<file path="src/rtl/inst_encode_loader.sv">
// inst_encode_loader
//
// Packs decoded instruction fields and a signed 32-bit immediate into an
// RV32I word (I, S or B format, or a raw word) and writes it into
// instruction memory at a self-incrementing word address. Each word is held
// on the write port until the memory accepts it, then the address and the
// word count advance.
//
// Optional feature (macro ENCODER_RANGE_CHECK_EN): immediates that do not
// fit the selected format are rejected. The bundle is consumed, no write
// is issued, and the sticky ErrFlag is set. Without the macro, immediates
// are truncated to the format's bits and ErrFlag is tied low.
//
// Parameters
//   ADDR_W     instruction memory word-address width
//   BASE_ADDR  first word address written after reset or Start
//
// Ports
//   clk        rising-edge clock
//   rst_n      asynchronous active-low reset
//   Start      synchronous restart (address, count, Full, ErrFlag cleared)
//   InValid    field bundle valid
//   InReady    bundle can be accepted this cycle
//   Format     00 I, 01 S, 10 B, 11 raw word
//   Rd/Rs1/Rs2 register fields
//   Funct3     funct3 field
//   Imm        signed immediate, or the full word for raw format
//   MemWE      write request, held until MemReady
//   MemAddr    write word address
//   MemWData   encoded instruction
//   MemReady   memory accepts the write on this edge
//   WordCount  words written since reset/Start
//   Full       WordCount == 2^ADDR_W
//   ErrFlag    sticky immediate-rejected flag
module inst_encode_loader #(
  parameter int ADDR_W    = 8,
  parameter int BASE_ADDR = 0
) (
  input  logic               clk,
  input  logic               rst_n,
  input  logic               Start,
  input  logic               InValid,
  output logic               InReady,
  input  logic [1:0]         Format,
  input  logic [4:0]         Rd,
  input  logic [4:0]         Rs1,
  input  logic [4:0]         Rs2,
  input  logic [2:0]         Funct3,
  input  logic signed [31:0] Imm,
  output logic               MemWE,
  output logic [ADDR_W-1:0]  MemAddr,
  output logic [31:0]        MemWData,
  input  logic               MemReady,
  output logic [ADDR_W:0]    WordCount,
  output logic               Full,
  output logic               ErrFlag
);

  localparam logic [0:0] IDLE = 1'b0;
  localparam logic [0:0] HOLD = 1'b1;

  localparam logic [ADDR_W-1:0] BASE = ADDR_W'(BASE_ADDR);

  localparam logic [6:0] OP_I = 7'b0010011;
  localparam logic [6:0] OP_S = 7'b0100011;
  localparam logic [6:0] OP_B = 7'b1100011;

  function automatic logic [31:0] encode(
    input logic [1:0]         fmt,
    input logic [4:0]         rd,
    input logic [4:0]         rs1,
    input logic [4:0]         rs2,
    input logic [2:0]         f3,
    input logic signed [31:0] imm
  );
    logic [31:0] w;
    case (fmt)
      2'b00:   w = {imm[11:0], rs1, f3, rd, OP_I};
      2'b01:   w = {imm[11:5], rs2, rs1, f3, imm[4:0], OP_S};
      2'b10:   w = {imm[12], imm[10:5], rs2, rs1, f3, imm[4:1], imm[11], OP_B};
      default: w = imm;
    endcase
    return w;
  endfunction

`ifdef ENCODER_RANGE_CHECK_EN
  // B offsets are halfword-aligned, so bit 0 must be clear to round-trip.
  function automatic logic imm_in_range(
    input logic [1:0]         fmt,
    input logic signed [31:0] imm
  );
    logic ok;
    case (fmt)
      2'b00, 2'b01: ok = (imm >= -32'sd2048) && (imm <= 32'sd2047);
      2'b10:        ok = (imm >= -32'sd4096) && (imm <= 32'sd4094) && !imm[0];
      default:      ok = 1'b1;
    endcase
    return ok;
  endfunction
`endif

  logic [0:0]        state_q, state_d;
  logic [ADDR_W-1:0] addr_q, addr_d;
  logic [ADDR_W:0]   count_q, count_d;
  logic [31:0]       wdata_q, wdata_d;
  logic              accept;
  logic              reject;

  // Count never exceeds 2^ADDR_W because Full blocks accepts, so the MSB
  // alone marks Full.
  assign Full      = count_q[ADDR_W];
  assign InReady   = (state_q == IDLE) && !Full && !Start;
  assign accept    = InValid && InReady;
  assign MemWE     = (state_q == HOLD);
  assign MemAddr   = addr_q;
  assign MemWData  = wdata_q;
  assign WordCount = count_q;

`ifdef ENCODER_RANGE_CHECK_EN
  logic err_q, err_d;

  assign reject  = accept && !imm_in_range(Format, Imm);
  assign ErrFlag = err_q;

  always_comb begin
    err_d = err_q;
    if (Start)       err_d = 1'b0;
    else if (reject) err_d = 1'b1;
  end

  always_ff @(posedge clk or negedge rst_n) begin
    if (!rst_n) err_q <= 1'b0;
    else        err_q <= err_d;
  end
`else
  assign reject  = 1'b0;
  assign ErrFlag = 1'b0;
`endif

  always_comb begin
    state_d = state_q;
    addr_d  = addr_q;
    count_d = count_q;
    wdata_d = wdata_q;
    // Start wins over both a new accept and a completing write.
    if (Start) begin
      state_d = IDLE;
      addr_d  = BASE;
      count_d = '0;
    end else begin
      case (state_q)
        IDLE: begin
          if (accept && !reject) begin
            wdata_d = encode(Format, Rd, Rs1, Rs2, Funct3, Imm);
            state_d = HOLD;
          end
        end
        HOLD: begin
          if (MemReady) begin
            state_d = IDLE;
            addr_d  = addr_q + 1'b1;
            count_d = count_q + 1'b1;
          end
        end
        default: state_d = IDLE;
      endcase
    end
  end

  always_ff @(posedge clk or negedge rst_n) begin
    if (!rst_n) begin
      state_q <= IDLE;
      addr_q  <= BASE;
      count_q <= '0;
      wdata_q <= '0;
    end else begin
      state_q <= state_d;
      addr_q  <= addr_d;
      count_q <= count_d;
      wdata_q <= wdata_d;
    end
  end

endmodule

</file>
<file path="config.mk">
export PLATFORM = sky130hd
export DESIGN_NAME = inst_encode_loader
export DESIGN_NICKNAME = d
export VERILOG_FILES = /design/src/rtl/inst_encode_loader.sv
export SDC_FILE = /design/constraint.sdc
export NUM_CORES = 1
export LEC_CHECK = 0
export CORE_MARGIN = 1.5
export CORE_UTILIZATION = 28
export DETAILED_ROUTE_END_ITERATION = 10
export DONT_BUFFER_PORTS = 1
export PLACE_DENSITY = 0.4
export REMOVE_ABC_BUFFERS = 1
export SLEW_MARGIN = 25
export SYNTH_ARGS = -nofsm -noshare
export SYNTH_HDL_FRONTEND = slang
export SYNTH_SLANG_ARGS = --single-unit
</file>
<file path="constraint.sdc">
create_clock -name clk -period 4 [get_ports clk]
set_clock_uncertainty 0.2 [all_clocks]
set_input_delay 0 -clock clk [delete_from_list [all_inputs] [get_ports clk]]
set_output_delay 0 -clock clk [all_outputs]
set_load 0.1 [all_outputs]
</file>
## Word level (Yosys, flattened, before mapping)

Index checks and enable logic that the tools add are counted.

- Flip-flop bits (word level): 50
- Latch bits: 0
- RAM bits: 0
- ROM bits: 0
- Input bits: 57
- Output and inout bits: 53
- Logic and storage cells: 31
- Memories: 0

- $add $sub $neg: 2
- Multipliers: 0
- Div/mod/pow operators: 0
- $lt $le $gt $ge: 0
- Equality and inequality tests: 2
- Shift operators: 0
- Multiplexer cells: 11
- Bitwise operators: 2
- Reductions and logical operators: 10

Operators by type and width:

| kind | count |
|---|---|
| $pmux W32 S3 | 1 |
| $mux W9 | 3 |
| $mux W8 | 3 |
| $add A9 B1 Y9 const B | 1 |
| $add A8 B1 Y8 const B | 1 |
| $reduce_bool A2 Y1 | 2 |
| $logic_and A1 B1 Y1 | 3 |
| $mux W1 | 3 |
| $reduce_and A3 Y1 | 1 |
| $eq A2 B1 Y1 const B | 1 |
| $eq A2 B2 Y1 const B | 1 |
| $logic_not A1 Y1 | 2 |
| $logic_not A2 Y1 | 1 |
| $not A1 Y1 | 2 |
| $pmux W1 S2 | 1 |
| $reduce_and A2 Y1 | 1 |

## Longest topological paths before layout

Gate-level depths: netlist of the first run.

- Depth in word-level cells: 7
- Mapped depth: 7
- Gate-level depth less buffers: 5

## Least setup slack after synthesis of the first run

Ideal clock, no wire load.

- Path type: register to output
- From: register state_q (netlist: MemWE)
- To: output InReady
- Data arrival time: 3.126 ns
- Required time: 3.800 ns
- Path slack: 0.674 ns
- Cell stages (with the launch flop): 3
- Path buffers: 1
- Cells stage by stage: dfrtp_1 buf_4 nor3_1

- Longest elaborated chain between the ends: 3

Ends and longest elaborated chain:

| element | RTL line | source |
|---|---|---|
| from (decl) | 102 | `logic [0:0] state_q, state_d;` |
| from (signal assigned) | 177 | `state_q <= state_d;` |
| $not A1 Y1 (no line) | - |  |
| $logic_and A1 B1 Y1 (2 in series) | 112 | `assign InReady = (state_q == IDLE) && !Full && !Start;` |
| to (decl) | 43 | `output logic InReady,` |

No other way between the ends.

## Worst setup path in the final report of the first run

- From: register count_q[8] (netlist: WordCount[8])
- To: register wdata_q[13] (netlist: MemWData[13])

- Longest elaborated chain between the ends: 5

Ends and longest elaborated chain:

| element | RTL line | source |
|---|---|---|
| from (decl) | 104 | `logic [ADDR_W:0] count_q, count_d;` |
| from (signal assigned) | 179 | `count_q <= count_d;` |
| $logic_not A1 Y1 | 112 |  |
| $logic_and A1 B1 Y1 (2 in series) | 112 |  |
| $logic_and A1 B1 Y1 | 113 | `assign accept = InValid && InReady;` |
| $reduce_and A3 Y1 (no line) | - |  |
| to (signal assigned) | 180 | `wdata_q <= wdata_d;` |
| to (decl) | 105 | `logic [31:0] wdata_q, wdata_d;` |

No other way between the ends.
A chain may end at the register's enable or synchronous reset.

==> results of run 1 <==
critical path, cell delays in order (launching register included):
cell,delay [ps]
dfrtp_2,810
nor4b_4,340
buf_4,550
nor2_1,80
a31oi_1,160
dlygate4sd3_1,570
cells by family (layout without fill, tap and decap cells):
logic type | count (synthesis) | count (layout) | share of synthesized area (%)
other | 1 | 1 | 0.147
buffers and inverters | 29 | 88 | 6.21
AO/OA/AOI/OAI | 71 | 71 | 17.4
flip-flops | 50 | 50 | 48.9
multiplexers | 5 | 5 | 2.05
XOR/XNOR | 4 | 4 | 1.37
AND/OR/NAND/NOR | 101 | 101 | 20.9
adder cells (fa/ha/maj) | 6 | 6 | 2.94
through the flow:
stage	instance area, sq um	utilization (%)	hold slack [ps]	setup WS (ps)	TNS (ps)
final	3460	39.3	18.9	1200	0
after global routing	3460	39.3	21.8	1020	0
after detailed placement	2670	30.3	-494	1570	0
after floorplan	2430	-	-496	-775	-19500
after global placement	2670	30.3	-495	1560	0
after CTS	3460	39.3	19.5	1170	0
power by group through the flow:
| stage | logic, uW | clock network, uW | registers (uW) |
|---|---|---|---|
| floorplan | 117 | 0 | 1070 |
| global placement | 161 | 0 | 1070 |
| detailed placement | 164 | 0 | 1070 |
| CTS | 268 | 460 | 1060 |
| global route | 297 | 480 | 1070 |
| finish | 267 | 441 | 1060 |
what timing repair did:
item | CTS | global route
hold buffers | 63 | 0
endpoints found under the hold margin | 100 | 0
gates resized for setup | 0 | 0
metal layers:
metal	global-route usage [%]	vias to the layer above	wire length, microns	part of all wire, %
li1	-	1080	-	-
met5	0	-	0	0
met2	23.8	85	3270	47
met1	18.8	1076	2950	42
met4	2.97	0	50	0.72
met3	5.39	6	693	9.9
Yosys cell counts, types with 7 or more instances:
cell type	count	area, sq um
dfrtp_1	50	1250
o21ai_0	8	40.0
nand3b_1	14	105
buf_2	7	35.0
nor2_1	32	120
a31oi_1	16	100
nand3_1	9	45.0
a21oi_1	28	140
inv_1	8	30.0
nand2_1	20	75.1
cell type report:
cell class / count / area, sq um
well taps: 108 / 135
inverters: 8 / 30.0
multi-input cells: 188 / 1160
clock buffers: 6 / 82.6
flip-flops and latches: 50 / 1250
repair buffers: 72 / 733
clock inverters: 2 / 60.1
fillers: 892 / 5350
sequential cells by signal, indices dropped and copies added (netlist names):
register / cells
MemAddr: 8
MemWData: 32
MemWE: 1
WordCount: 9
worst min-delay path by stage:
stage                from  cells after the start           end
floorplan           rst_n                      0    MemAddr[0]
global placement    rst_n                      0  WordCount[4]
detailed placement  rst_n                      0  WordCount[4]
CTS                 Start                      2       InReady
global route        Start                      2       InReady
finish              Start                      2       InReady
==> impl_results.md, run 1 <==
- Outcome: complete, but fails checks
- Failing checks: DRC
- Post-CTS setup buffer count: 0
- Max clock buf depth: 2
- CP Launch Type: flop
- Routed Wire Length: 6970 microns
- Pleak: about 0.0014 uW
- Root buffer cell: clkbuf_8
- Unique masters post-synth: 33
- Total net switching power: between 800 and 900 uW
- Cell Count Post-Placement: 363
- Clock Latency Late Sink: ~290 ps
- Clock power share: 24.9%
- Die W: approximately 99 microns
- CP Capture Type: flop
- CTS H-tree depth: 2
- Int Power: around 960 uW
- Share of cells above drive strength 1: under 10%
- Yosys reg bits: 50
- CTS tree: built
- Final critical-path share of the clock period: a little over two thirds
- Kind of critical path: flop to flop
- Critical Path RT: 4040 ps
- Critical path origin: WordCount[8]
- Vias in the first global route: about 2.3k
- CP Capture Point: MemWData[13]
- Reg-to-reg endpoint: MemWData[13]
- Setup violators final: 0
- Post-synthesis sequential area ratio: about 49%
- Clock-pin slew on the worst setup and hold paths: approximately 90 ps
- R2R Path Start: WordCount[8]
- Number of synthesized flops with an enable pin: 0
- Drt first-iter violations: 86
- N_diodes: 0
- Antenna violations before repair: 0
- DPL Wire Length: between 4000 and 5000 microns
- Row count: 34
- 1st-pass router iterations: 7
- Largest net degree at the start of global routing: between 60 and 70
- Ys Warns: 0
- Commonest non-fill, non-tap cell in the layout: dlygate4sd3_1
- Max-cap violations: 0
- FFs w/ async S/R, synth: 100%
- First-pass GRT wire length: between 10000 and 15000 microns
- Via/cell ratio: a little over 5
- Ys flop type: dfrtp_1
- Post-synthesis cell area: between 0.002 and 0.003 sq mm
- Gr usage total: roughly 15%
- Reg2reg path depth: 5
- Initial Util: around 29%
- Slew Limit Fails: 0
- Logic pwr share: 15.1%
- Avg WL per Cell: 16.1 microns
- Net Sw Frac: between 40% and 50%
- Syn avg cell area: ~9.6 sq um
- Worst slew pin tran: approximately 1000 ps
- Max-slew headroom: between 30% and 40%
- Total power: 1770 uW
- Io pins: 110
- RSZ-0062 raised after global routing: false
- Non-filler cells, final: roughly 430
- Most frequent cells in the layout: dlygate4sd3_1, dfrtp_1, nor2_1, a21oi_1, nand2_1
- Fmax: around 360 MHz
- Clock Sinks: 50
- # nets final: 388
- Cell area power density: 511 mW/mm^2
- Peak supply drop: approximately 0.26 mV
- Area Growth Syn to Fin: 35.2%
- Final hold violation count: 0
- Total CTS buffers: 5
- Final GP Congestion: between 0.6 and 0.7
- Critical path arrival: 2840 ps
- Post-route DRC: 7
- Crit Path Max Fanout: between 60 and 70
- IO Port Bufs: 0
- Syn Inst Count: 267
- Min Tclk post-route: roughly 2800 ps
- GRT overflow: 0
- DRT antenna net count: 0
- DIE AREA: 0.00972 sq mm
- Reg2reg setup slack: 1200 ps
- Hold crit path type: input port to output port
- Via count: 2247
- Reg power frac: around 60%
- Placeable core area: just under 0.009 sq mm
- Die H: about 100 microns
(Power assumes the default switching activity.)
==> inputs of run 2 (changes only) <==
--- a/config.mk
+++ b/config.mk
@@ -9,7 +9,7 @@
 export CORE_UTILIZATION = 28
 export DETAILED_ROUTE_END_ITERATION = 10
 export DONT_BUFFER_PORTS = 1
-export PLACE_DENSITY = 0.4
+export PLACE_DENSITY = 0.42
 export REMOVE_ABC_BUFFERS = 1
 export SLEW_MARGIN = 25
 export SYNTH_ARGS = -nofsm -noshare
==> constraint.sdc (replaced) <==
create_clock -name clk -period 2.47 [get_ports clk]
set_clock_uncertainty 0.2 [all_clocks]
set_input_delay 0 -clock clk [delete_from_list [all_inputs] [get_ports clk]]
set_output_delay 0 -clock clk [all_outputs]
set_load 0.1 [all_outputs]
==> impl_results.md, run 2 (synthesis gave the netlist of run 1 again) <==
- Worst slew pin tran: ~800 ps
- Final worst slack: between 200 and 300 ps
- RSZ-0062 raised after global routing: false
- CP Launch Type: flop
- DRT antenna net count: 0
- CTS H-tree depth: 2
- Area Growth Syn to Fin: 46.5%
- Gr usage total: 15.6%
- Reg-to-reg endpoint: WordCount[3]
- Pleak: 0.00159 uW
- Root buffer cell: clkbuf_8
- Total power: between 2000 and 3000 uW
- Max-cap violations: 0
- CTS tree: built
- Drt first-iter violations: roughly 130
- Crit Path Max Fanout: 19
- Antenna violations before repair: 0
- # nets final: about 430
- First-pass GRT wire length: around 12000 microns
- Avg WL per Cell: 15.1 microns
- Clock-pin slew on the worst setup and hold paths: approximately 100 ps
- Row count: 34
- Critical path arrival: around 2200 ps
- Setup TNS: 0 ps
- Via/cell ratio: between 5 and 6
- Placeable core area: a little under 0.009 sq mm
- R2R Path Start: MemWE
- Total CTS buffers: 5
- Io pins: 110
- CP Capture Type: flop
- Die H: between 90 and 100 microns
- 1st-pass router iterations: 9
- Final critical-path share of the clock period: 88.7%
- Clock Latency Late Sink: approximately 300 ps
- Initial Util: between 20% and 30%
- Max clock buf depth: 2
- Via count: roughly 2.4k
- Hold Slack: -7.69 ps
- Clock Sinks: 50
- Die W: 98.6 microns
- Kind of critical path: flop to flop
- Max reg flops: 32
- Reg2reg setup slack: roughly 280 ps
- Routed Wire Length: roughly 7200 microns
- Most frequent cells in the layout: dlygate4sd3_1, buf_4, dfrtp_1, nor2_1, a21oi_1
- Pre-CTS setup slack: ~670 ps
- Max-slew headroom: a little under half
- Setup violators final: 0
- Largest net degree at the start of global routing: approximately 50
- N_diodes: 0
- Peak supply drop: 0.355 mV
- Fmax: approximately 460 MHz
- Vias in the first global route: 2490
- Final hold violation count: 3
- DPL Wire Length: around 4600 microns
- Post-route DRC: 5
- Slew Limit Fails: 0
- Reg2reg path depth: 4
- Min Tclk post-route: ~2200 ps
- Critical Path RT: between 2000 and 2500 ps
- Commonest non-fill, non-tap cell in the layout: dlygate4sd3_1
- GRT overflow: 0
- DIE AREA: slightly below 0.01 sq mm
- Post-CTS setup buffer count: 0
- Hold crit path type: input port to async pin
- Failing checks: DRC, hold timing
- Final GP Congestion: 0.723
- Cell area power density: between 700 and 800 mW/mm^2
- Share of cells above drive strength 1: between 10% and 20%
- IO Port Bufs: 0
- Outcome: complete, but fails checks
==> run 2: how the worst max path moves through the flow <==
| stage | from | endpoint | depth (start not counted) |
|---|---|---|---|
| 4_1_cts | Start | WordCount[3] | 5 |
| 5_1_grt | MemWE | MemWData[12] | 5 |
| 3_5_place_dp | MemWE | MemAddr[6] | 4 |
| 2_1_floorplan | WordCount[8] | MemWData[31] | 2 |
| 6_report | MemWE | WordCount[3] | 4 |
| 3_3_place_gp | MemWE | MemAddr[6] | 4 |
==> run 2: metrics by stage <==
stage	util, %	hold WS, ps	area (sq um)	std cells
3_5_place_dp	34.1	-494	3000	408
3_3_place_gp	34.1	-494	3000	408
4_1_cts	42.5	0.336	3740	479
5_1_grt	42.5	13.4	3750	479
2_1_floorplan	-	-496	2430	246
6_report	42.5	-7.69	3750	479
==> run 2: layer usage <==
| layer | wire length [microns] | global-route usage [%] | up-vias |
|---|---|---|---|
| li1 | - | - | 1170 |
| met1 | 3150 | 19.8 | 1146 |
| met2 | 3420 | 26.3 | 103 |
| met3 | 618 | 4.89 | 4 |
| met4 | 28 | 3.41 | 0 |
| met5 | 0 | 0 | - |
==> run 2: area by class of cell <==
cell class                      instances  area [sq um]
Clock buffer                            7          86.3
Clock inverter                          1          5.00
Fill cell                             863          5060
Inverter                                8          30.0
Multi-Input combinational cell        188          1160
Sequential cell                        50          1250
Tap cell                              108           135
Timing Repair Buffer                  117          1070
==> run 2: power breakdown <==
group	total (uW)	switching [uW]	internal, uW	leakage, uW
clock	505	278	227	0.0000482
sequential	950	33.6	916	0.000615
combinational	1370	1020	348	0.000929
==> run 2: worst max-delay path, stage by stage, from the launching register on <==
cell and delay [ps]:
dfrtp_1 450, a21oi_2 580, or3_1 210, a21oi_1 60
dlygate4sd3_1 590
==> run 2: repair_timing <==
item                                    in CTS  in global routing
hold buffers                                63                  0
endpoints found under the hold margin      100                  0
resized for setup                            0                  1
endpoints found under the setup margin       0                  6
==> inputs of run 3 (changes only) <==
--- a/config.mk
+++ b/config.mk
@@ -11,6 +11,7 @@
 export DONT_BUFFER_PORTS = 1
 export PLACE_DENSITY = 0.42
 export REMOVE_ABC_BUFFERS = 1
+export SETUP_SLACK_MARGIN = 0.5
 export SLEW_MARGIN = 25
 export SYNTH_ARGS = -nofsm -noshare
 export SYNTH_HDL_FRONTEND = slang
==> impl_results.md, run 3 (synthesis gave the netlist of run 1 again) <==
- Clock Sinks: 50
- # fillers: 861
- First-pass GRT wire length: between 10000 and 15000 microns
- Failing checks: DRC, hold timing
- Pleak: between 0.0015 and 0.002 uW
- Crit Path Max Fanout: 3
- Commonest non-fill, non-tap cell in the layout: dlygate4sd3_1
- Via count: between 2k and 2.5k
- Placeable core area: just under 0.009 sq mm
- Final critical-path share of the clock period: around 77%
- DPL Wire Length: approximately 4600 microns
- Post-CTS setup buffer count: 0
- Critical Path RT: 2460 ps
- Die H: just under 100 microns
- Reg2reg path depth: 4
- Clock Latency Late Sink: approximately 300 ps
- CP peak stage delay: ~570 ps
- Register area: ~0.0013 sq mm
- Peak supply drop: 0.353 mV
- CP Depth: 5
- Crit-path cells: dlygate4sd3_1 -> a222oi_1 -> mux2i_1 -> dlygate4sd3_1 -> mux2_2
- Row count: 34
- Final core occ: between 40% and 50%
- Area Growth Syn to Fin: 44.0%
- Share of cells above drive strength 1: roughly a fifth
- Post-route DRC: 5
- CTS tree: built
- Buf/Inv on CP: 2
- Root buffer cell: clkbuf_8
- Reg power frac: between 30% and 40%
- Min Tclk post-route: approximately 1900 ps
- Max reg flops: 32
- Hold Slack: -452 ps
- Avg WL per Cell: roughly 15 microns
- Final GP Congestion: 0.723
- Clock-pin slew on the worst setup and hold paths: 90 ps
- Total power: around 2800 uW
- DIE AREA: around 0.0097 sq mm
- Pre-CTS setup slack: ~670 ps
- Post-CTS resize count: 0
- Vias in the first global route: roughly 2.5k
- Max-slew headroom: between 50% and 60%
- Drt first-iter violations: 106
- Cell area power density: between 700 and 800 mW/mm^2
- GRT overflow: 0
- Hold crit path type: input port to flop
- Cell family with most CP delay: buffers and inverters
- Antenna violations before repair: 0
- CP most frequent cell: dlygate4sd3_1
- Clock power share: 18.3%
- Total net switching power: about 1300 uW
- Outcome: complete, but fails checks
- Kind of critical path: input port to flop
- Logic pwr share: a little under half
- RSZ-0062 raised after global routing: false
- Critical path arrival: roughly 1900 ps
- Routed Wire Length: approximately 7300 microns
- IO Port Bufs: 0
- Final hold violation count: 51
- Setup violators final: 0
- 1st-pass router iterations: 10
- CP max-delay cell: dlygate4sd3_1
- Io pins: 110
- Slew Limit Fails: 0
- Largest net degree at the start of global routing: between 50 and 60
- Net Sw Frac: a little under half
- Most frequent cells in the layout: dlygate4sd3_1, buf_4, dfrtp_1, nor2_1, a21oi_1
- Multi-input combinational cell area: 0.00116 sq mm
- Int Power: roughly 1400 uW
- Die W: around 99 microns
- Max-cap violations: 0
- CP Capture Type: flop
- # nets final: ~430
- Initial Util: 29.0%
- Worst slew pin tran: 716 ps
- Max clock buf depth: 2
- CP Launch Type: input port
- DRT antenna net count: 0
- Total CTS buffers: 5
- CTS H-tree depth: 2
- Via/cell ratio: roughly 5.0
- Final worst slack: between 500 and 600 ps
- Gr usage total: between 10% and 20%
- N_diodes: 0
- Hold buffer count at CTS: 57
- Fmax: between 500 and 600 MHz
- WHS Path Cells: 1
==> run 3: worst paths after layout <==
check                           startpoint            to  slack (ps)
worst max-delay path                Imm[0]   MemWData[7]         570
worst min-delay path                 Start  WordCount[6]        -450
worst max register to register       MemWE    MemAddr[6]         670
worst min register to register  MemAddr[7]    MemAddr[7]         360
max in group asynchronous            rst_n  WordCount[8]        1820
min in group asynchronous            rst_n  WordCount[7]         -10
==> run 3: stage by stage <==
stage / setup TNS, ps / cells / hold slack, ps / instance area (sq um)
6_report: 0 / 473 / -452 / 3680
3_3_place_gp: 0 / 408 / -494 / 3000
3_5_place_dp: 0 / 408 / -494 / 3000
5_1_grt: 0 / 473 / -480 / 3680
2_1_floorplan: -71170 / 246 / -496 / 2430
4_1_cts: 0 / 473 / -466 / 3680
==> run 3: area by class of cell <==
| type | count | share of cell area, % |
|---|---|---|
| clock inverters | 1 | 0.136 |
| inverters | 8 | 0.815 |
| clock buffers | 7 | 2.34 |
| repair buffers | 111 | 27.4 |
| flip-flops and latches | 50 | 34.0 |
| multi-input cells | 188 | 31.6 |
| well taps | 108 | 3.67 |
==> run 3: metal layers <==
metal	wire length, microns	global-route usage, %	up-vias
li1	-	-	1159
met5	0	0	-
met1	3190	19.8	1123
met4	61	4.18	0
met3	561	4.96	6
met2	3470	26.5	89
==> run 3: power by group through the flow <==
stage	clock (uW)	combinational, uW	sequential (uW)
after global routing	562	1370	961
after detailed placement	0	1200	966
after CTS	532	1310	950
final	505	1310	949
after global placement	0	1200	964
after floorplan	0	190	1730
